## src/rtl/tsmac_tx_fifo_drain.sv

```systemverilog
// TSMAC TX FIFO drain: streams committed frames from a 1-cycle-latency FIFO onto
// the MAC TX valid/ready/last interface through a 2-entry skid buffer, and inserts
// an inter-frame gap after each frame.
module tsmac_tx_fifo_drain #(
  parameter int DATA_WIDTH    = 8,
  parameter int IFG_CYCLES    = 12,
  parameter int FRM_CNT_WIDTH = 6
) (
  input  logic                     clk,
  input  logic                     rst_n,
  input  logic                     frame_commit,
  input  logic [DATA_WIDTH:0]      fifo_rd_data,
  input  logic                     fifo_rd_empty,
  output logic                     fifo_rd_en,
  output logic [DATA_WIDTH-1:0]    tx_data,
  output logic                     tx_valid,
  output logic                     tx_last,
  input  logic                     tx_ready,
  output logic                     tx_underrun,
  output logic [FRM_CNT_WIDTH-1:0] frame_pending,
  output logic                     frm_cnt_ovf,
  output logic                     busy
);

  typedef enum logic [1:0] {IDLE, SEND, IFG} state_t;

  localparam int IFG_W      = (IFG_CYCLES > 1) ? $clog2(IFG_CYCLES) : 1;
  localparam int IFG_LOAD_I = (IFG_CYCLES > 0) ? IFG_CYCLES - 1 : 0;
  localparam logic [IFG_W-1:0]         IFG_LOAD = IFG_W'(IFG_LOAD_I);
  localparam logic [FRM_CNT_WIDTH-1:0] FRM_MAX  = '1;

  state_t                  state;
  logic [DATA_WIDTH:0]     slot0;
  logic [DATA_WIDTH:0]     slot1;
  logic [1:0]              occ;
  logic                    inflight;
  logic                    last_fetched;
  logic                    arm;
  logic [IFG_W-1:0]        ifg_cnt;

  logic                    beat_acc;
  logic                    last_acc;
  logic                    last_landing;
  logic                    rd_acc;
  logic                    starve;
  logic                    dec;
  logic [2:0]              fill_after_pop;

  assign tx_valid = (occ != 2'd0);
  assign tx_data  = slot0[DATA_WIDTH-1:0];
  assign tx_last  = tx_valid & slot0[DATA_WIDTH];
  assign busy     = (state != IDLE);

  assign beat_acc     = tx_valid & tx_ready;
  assign last_acc     = beat_acc & slot0[DATA_WIDTH];
  // The last flag of an in-flight word is visible on fifo_rd_data the cycle it lands,
  // one cycle before last_fetched can register it; gating on it keeps the next frame unread.
  assign last_landing = inflight & fifo_rd_data[DATA_WIDTH];
  // Occupancy counts the beat leaving this cycle so a full-rate stream needs no bubble;
  // the buffer still never holds more than two words.
  assign fill_after_pop = {1'b0, occ} - {2'b00, beat_acc} + {2'b00, inflight};

  assign fifo_rd_en = (state == SEND) & ~last_fetched & ~last_landing & ~fifo_rd_empty
                    & (fill_after_pop <= 3'd1);
  assign rd_acc     = fifo_rd_en & ~fifo_rd_empty;

  assign starve = (state == SEND) & arm & (occ == 2'd0) & ~inflight & fifo_rd_empty;
  assign dec    = last_acc & (frame_pending != '0);

  // Skid buffer: captures the word read last cycle, shifts out on each accepted beat.
  always_ff @(posedge clk or negedge rst_n) begin
    if (!rst_n) begin
      slot0    <= '0;
      slot1    <= '0;
      occ      <= 2'd0;
      inflight <= 1'b0;
    end else begin
      inflight <= rd_acc;
      case ({inflight, beat_acc})
        2'b10: begin
          if (occ == 2'd0) slot0 <= fifo_rd_data;
          else             slot1 <= fifo_rd_data;
          occ <= occ + 2'd1;
        end
        2'b01: begin
          slot0 <= slot1;
          occ   <= occ - 2'd1;
        end
        2'b11: begin
          if (occ == 2'd1) begin
            slot0 <= fifo_rd_data;
          end else begin
            slot0 <= slot1;
            slot1 <= fifo_rd_data;
          end
        end
        default: ;
      endcase
    end
  end

  // Frame sequencer: IDLE -> SEND per committed frame, then the inter-frame gap; also
  // tracks end-of-frame fetch and underrun arming.
  always_ff @(posedge clk or negedge rst_n) begin
    if (!rst_n) begin
      state        <= IDLE;
      last_fetched <= 1'b0;
      arm          <= 1'b0;
      ifg_cnt      <= '0;
      tx_underrun  <= 1'b0;
    end else begin
      tx_underrun <= starve;
      case (state)
        IDLE: begin
          if (frame_pending != '0) state <= SEND;
        end
        SEND: begin
          if (last_landing) last_fetched <= 1'b1;
          if (starve)        arm <= 1'b0;
          else if (beat_acc) arm <= 1'b1;
          if (last_acc) begin
            last_fetched <= 1'b0;
            arm          <= 1'b0;
            if (IFG_CYCLES == 0) begin
              state <= IDLE;
            end else begin
              state   <= IFG;
              ifg_cnt <= IFG_LOAD;
            end
          end
        end
        IFG: begin
          if (ifg_cnt == '0) state   <= IDLE;
          else               ifg_cnt <= ifg_cnt - IFG_W'(1);
        end
        default: state <= IDLE;
      endcase
    end
  end

  // Committed-frame counter: saturating, with a sticky overflow flag.
  always_ff @(posedge clk or negedge rst_n) begin
    if (!rst_n) begin
      frame_pending <= '0;
      frm_cnt_ovf   <= 1'b0;
    end else if (frame_commit && !dec) begin
      if (frame_pending == FRM_MAX) frm_cnt_ovf   <= 1'b1;
      else                          frame_pending <= frame_pending + FRM_CNT_WIDTH'(1);
    end else if (dec && !frame_commit) begin
      frame_pending <= frame_pending - FRM_CNT_WIDTH'(1);
    end
  end

endmodule

```

## config.mk

```make
export PLATFORM = sky130hd
export DESIGN_NAME = tsmac_tx_fifo_drain
export DESIGN_NICKNAME = d
export VERILOG_FILES = /design/src/rtl/tsmac_tx_fifo_drain.sv
export SDC_FILE = /design/constraint.sdc
export NUM_CORES = 1
export LEC_CHECK = 0
export CELL_PAD_IN_SITES_DETAIL_PLACEMENT = 2
export CELL_PAD_IN_SITES_GLOBAL_PLACEMENT = 2
export CORE_MARGIN = 8
export CORE_UTILIZATION = 36
export DETAILED_ROUTE_END_ITERATION = 8
export GPL_TIMING_DRIVEN = 0
export HOLD_SLACK_MARGIN = 0.12
export PLACE_DENSITY = 0.82
export SETUP_SLACK_MARGIN = 0.4
export SYNTH_ARGS = -nofsm -noshare
export SYNTH_HDL_FRONTEND = slang
export SYNTH_SLANG_ARGS = --single-unit
```

## constraint.sdc

```tcl
create_clock -name clk -period 4.82 [get_ports clk]
set_input_delay 0.964 -clock clk [delete_from_list [all_inputs] [get_ports clk]]
set_output_delay 0.964 -clock clk [all_outputs]
set_load 0.01 [all_outputs]
```

==> results.ini <==
[timing]
slew_viol_final=0
worstMarginPinSlew_ns=0.878
relSlewSlack=0.398
fin_crit_ns=4.24
rsz0062_at_grt=false
setup_viol=0
hold_slack_ns=0.469
finalHoldViolCount=0
fmax_mhz=236
timing.clock.skew_ns=0.00291
finalCritPeriodShare=0.881

[critical_path]
endpoint_kind=primary output
timing.rr.start=frame_pending[0]$_DFFE_PN0P_
rr_worst_depth=9
path_max_fanout=4
startpoint=tx_ready
cp-start-kind=input pin
cp_slowest_stage_delay_ns=0.53
critPathCapture=fifo_rd_en
worstPathCellList=clkdlybuf4s50_1 -> nor2b_4 -> ha_4 -> inv_1 -> ha_1 -> inv_1 -> fa_1 -> xor2_1 -> nor4_2 -> and3_1 -> clkdlybuf4s15_2
r2r_end=frame_pending[4]$_DFFE_PN0P_
reg2reg_slack_ns=1.90
cp.arrival_ns=3.28
cp_common_cell=inv_1
cp.required_ns=3.86
crit_slowest_cell=clkdlybuf4s50_1
worstSetupPathType=input pin to primary output

[die]
fp-row-count=27
chipWidth_um=90.6
core_area_um2=5440
io_pins=34
die_area_um2=8200
die_h_um=90.6
initial_utilization=0.368

[power]
power_density_nw_per_um2=705
p_int_mw=1.13
power_switching_uw=686
p_clk_frac=0.155
switching_share=0.378
p_seq_frac=0.333
p_leak_nw=1.13
peakVddDrop_v=0.000302
p_comb_frac=0.512

[grt]
grt_max_degree=38
grt_pass1_wl_mm=8.61
grt_use_total=0.129
grt_pass1_vias=1748
antenna_found_initial=0
grt_overflow_total=0

[routing]
ant_nets=0
drt-total-wl_mm=4.95
drc_errors=0
first_iter_violations=23
via_per_inst=5.13
firstDrtPassIters=4
avgRoutedWirePerCell_um=16.6
vias=1528

[hold_path]
hold_start=frm_cnt_ovf$_DFFE_PN0P_
hp-class=register to register

[finish]
multiInputGateArea_um2=993
area_delta_synth_final_pct=28.5
fin_util=0.473
drive_gt1_frac=0.164
final_common_cell=dfrtp_1
final_area_um2=2570
seq_area_um2=926
insertedDiodeCount=0
fin_nets=252
final_cell_mix=dfrtp_1, clkdlybuf4s50_1, nand2_1
fillers=565

[clock_network]
cts.path.max_buffers=2
postCtsHoldBufs=0
clock-sinks=37
clk_pin_slew_worst_paths_ns=0.07
tritoncts=built
cts_buffers=5
h-tree-depth=2
clock_latency_ns=0.29
ctsRootBufferMaster=clkbuf_8

[logic_synthesis]
syn_area_per_cell_um2=10.9
ys_types=41
synth-edff-count=0
syn_area_um2=2000
ys.warnings.count=0
synth_area_leaders=dfrtp_1, ha_1, mux2_2
synth_seq_cells=37
yosys.area.top_type=dfrtp_1
syn-num-nets=211
seq_area_frac_synth=0.463
synth.top_cell.area_share=0.463
synth_cells=184
synth_async_sr_flop_share=1.00
synthFlopType=dfrtp_1

[placed_design]
placed_area_um2=2420
dpl.hpwl_mm=3.60
gp_congestion=0.767
portBuffers=33

[run_status]
status=finished, final reports clean

[run]
maxCapViolations=0

==> registers in the layout, summed over array words and instances, names as in the netlist <==
| register | count |
|---|---|
| ifg_cnt | 4 |
| frame_pending | 6 |
| slot0 | 9 |
| inflight | 1 |
| last_fetched | 1 |
| slot1 | 9 |
| tx_underrun | 1 |
| frm_cnt_ovf | 1 |
| arm | 1 |
| state | 2 |
| occ | 2 |
==> area by class of cell <==
type                       instances  area share
buffer                            10      0.0263
clock buffer                       6      0.0321
clock inverter                     2      0.0146
inverter                          11      0.0161
multi-input combinational        126       0.386
sequential                        37       0.360
tap                               72      0.0350
timing repair buffer              34       0.130
==> critical path, delay by kind of cell <==
family                     cells  cell delay [ns]
xor gates and xnor gates       1             0.16
adders and majority gates      3             0.73
and+or+nand+nor                3             0.56
buffers and inverters          4             0.86
==> per-layer routing <==
layer / track usage / wire [um] / vias to the layer above
met5: 0 / 0 / -
met4: 0.0402 / 48 / 0
met3: 0.0357 / 177 / 7
met2: 0.218 / 2460 / 25
met1: 0.153 / 2270 / 772
li1: - / - / 724
==> cell usage after synthesis (2+ instances only) <==
cell and number:
inv_1 10, nand4_1 2, or3b_1 2, fa_1 2
xnor2_1 4, ha_1 11, mux2_1 4, nor4_1 2
nand2b_1 4, mux2_2 10, a21oi_1 8, o21ai_1 5
a211oi_1 2, nor3_1 2, a21o_1 4, nor2_1 8
a22oi_1 9, o21ai_0 9, xor2_1 4, nand2_1 14
nor2b_1 3, buf_4 8, mux2i_1 2, and3_1 2
dfrtp_1 37
==> kinds of logic after synthesis <==
group / synth area share
buffers and inverters: 0.0544
xor gates and xnor gates: 0.0350
muxes: 0.100
adders and majority gates: 0.0887
AOI/OAI and AO/OA: 0.134
and+or+nand+nor: 0.126
DFF: 0.463
==> timing repair <==
action	4_1_cts	5_1_grt
pin swaps	1	1
resized for setup	6	1
endpoints found under the setup margin	1	1
cloned	0	0
setup buffers	1	0
==> metrics by stage <==
step	power, mW	std cells	worst slack (ns)	TNS [ns]
finish	1.81	298	0.575	0
global route	1.97	298	0.479	0
CTS	1.84	298	0.409	0
detailed placement	1.52	289	-0.0955	-0.0955
global placement	1.47	289	-0.0681	-0.0681
floorplan	1.17	184	1.18	0
==> how the worst min path moves through the flow <==
stage / end / slack [ns] / cells past startpoint
floorplan: slot0[0]$_DFFE_PN0P_ / 0.45 / 2
global placement: frm_cnt_ovf$_DFFE_PN0P_ / 0.45 / 1
detailed placement: frm_cnt_ovf$_DFFE_PN0P_ / 0.45 / 1
CTS: frm_cnt_ovf$_DFFE_PN0P_ / 0.48 / 1
global route: frm_cnt_ovf$_DFFE_PN0P_ / 0.50 / 1
finish: frm_cnt_ovf$_DFFE_PN0P_ / 0.47 / 1
==> power by group through the flow <==
stage | Clock, mW | Sequential [mW] | Combinational [mW]
2_1_floorplan | 0 | 0.584 | 0.585
3_3_place_gp | 0 | 0.598 | 0.871
3_5_place_dp | 0 | 0.609 | 0.907
4_1_cts | 0.293 | 0.604 | 0.939
5_1_grt | 0.304 | 0.629 | 1.04
6_report | 0.282 | 0.603 | 0.928
Note: power is estimated with default switching activity, not from simulation.
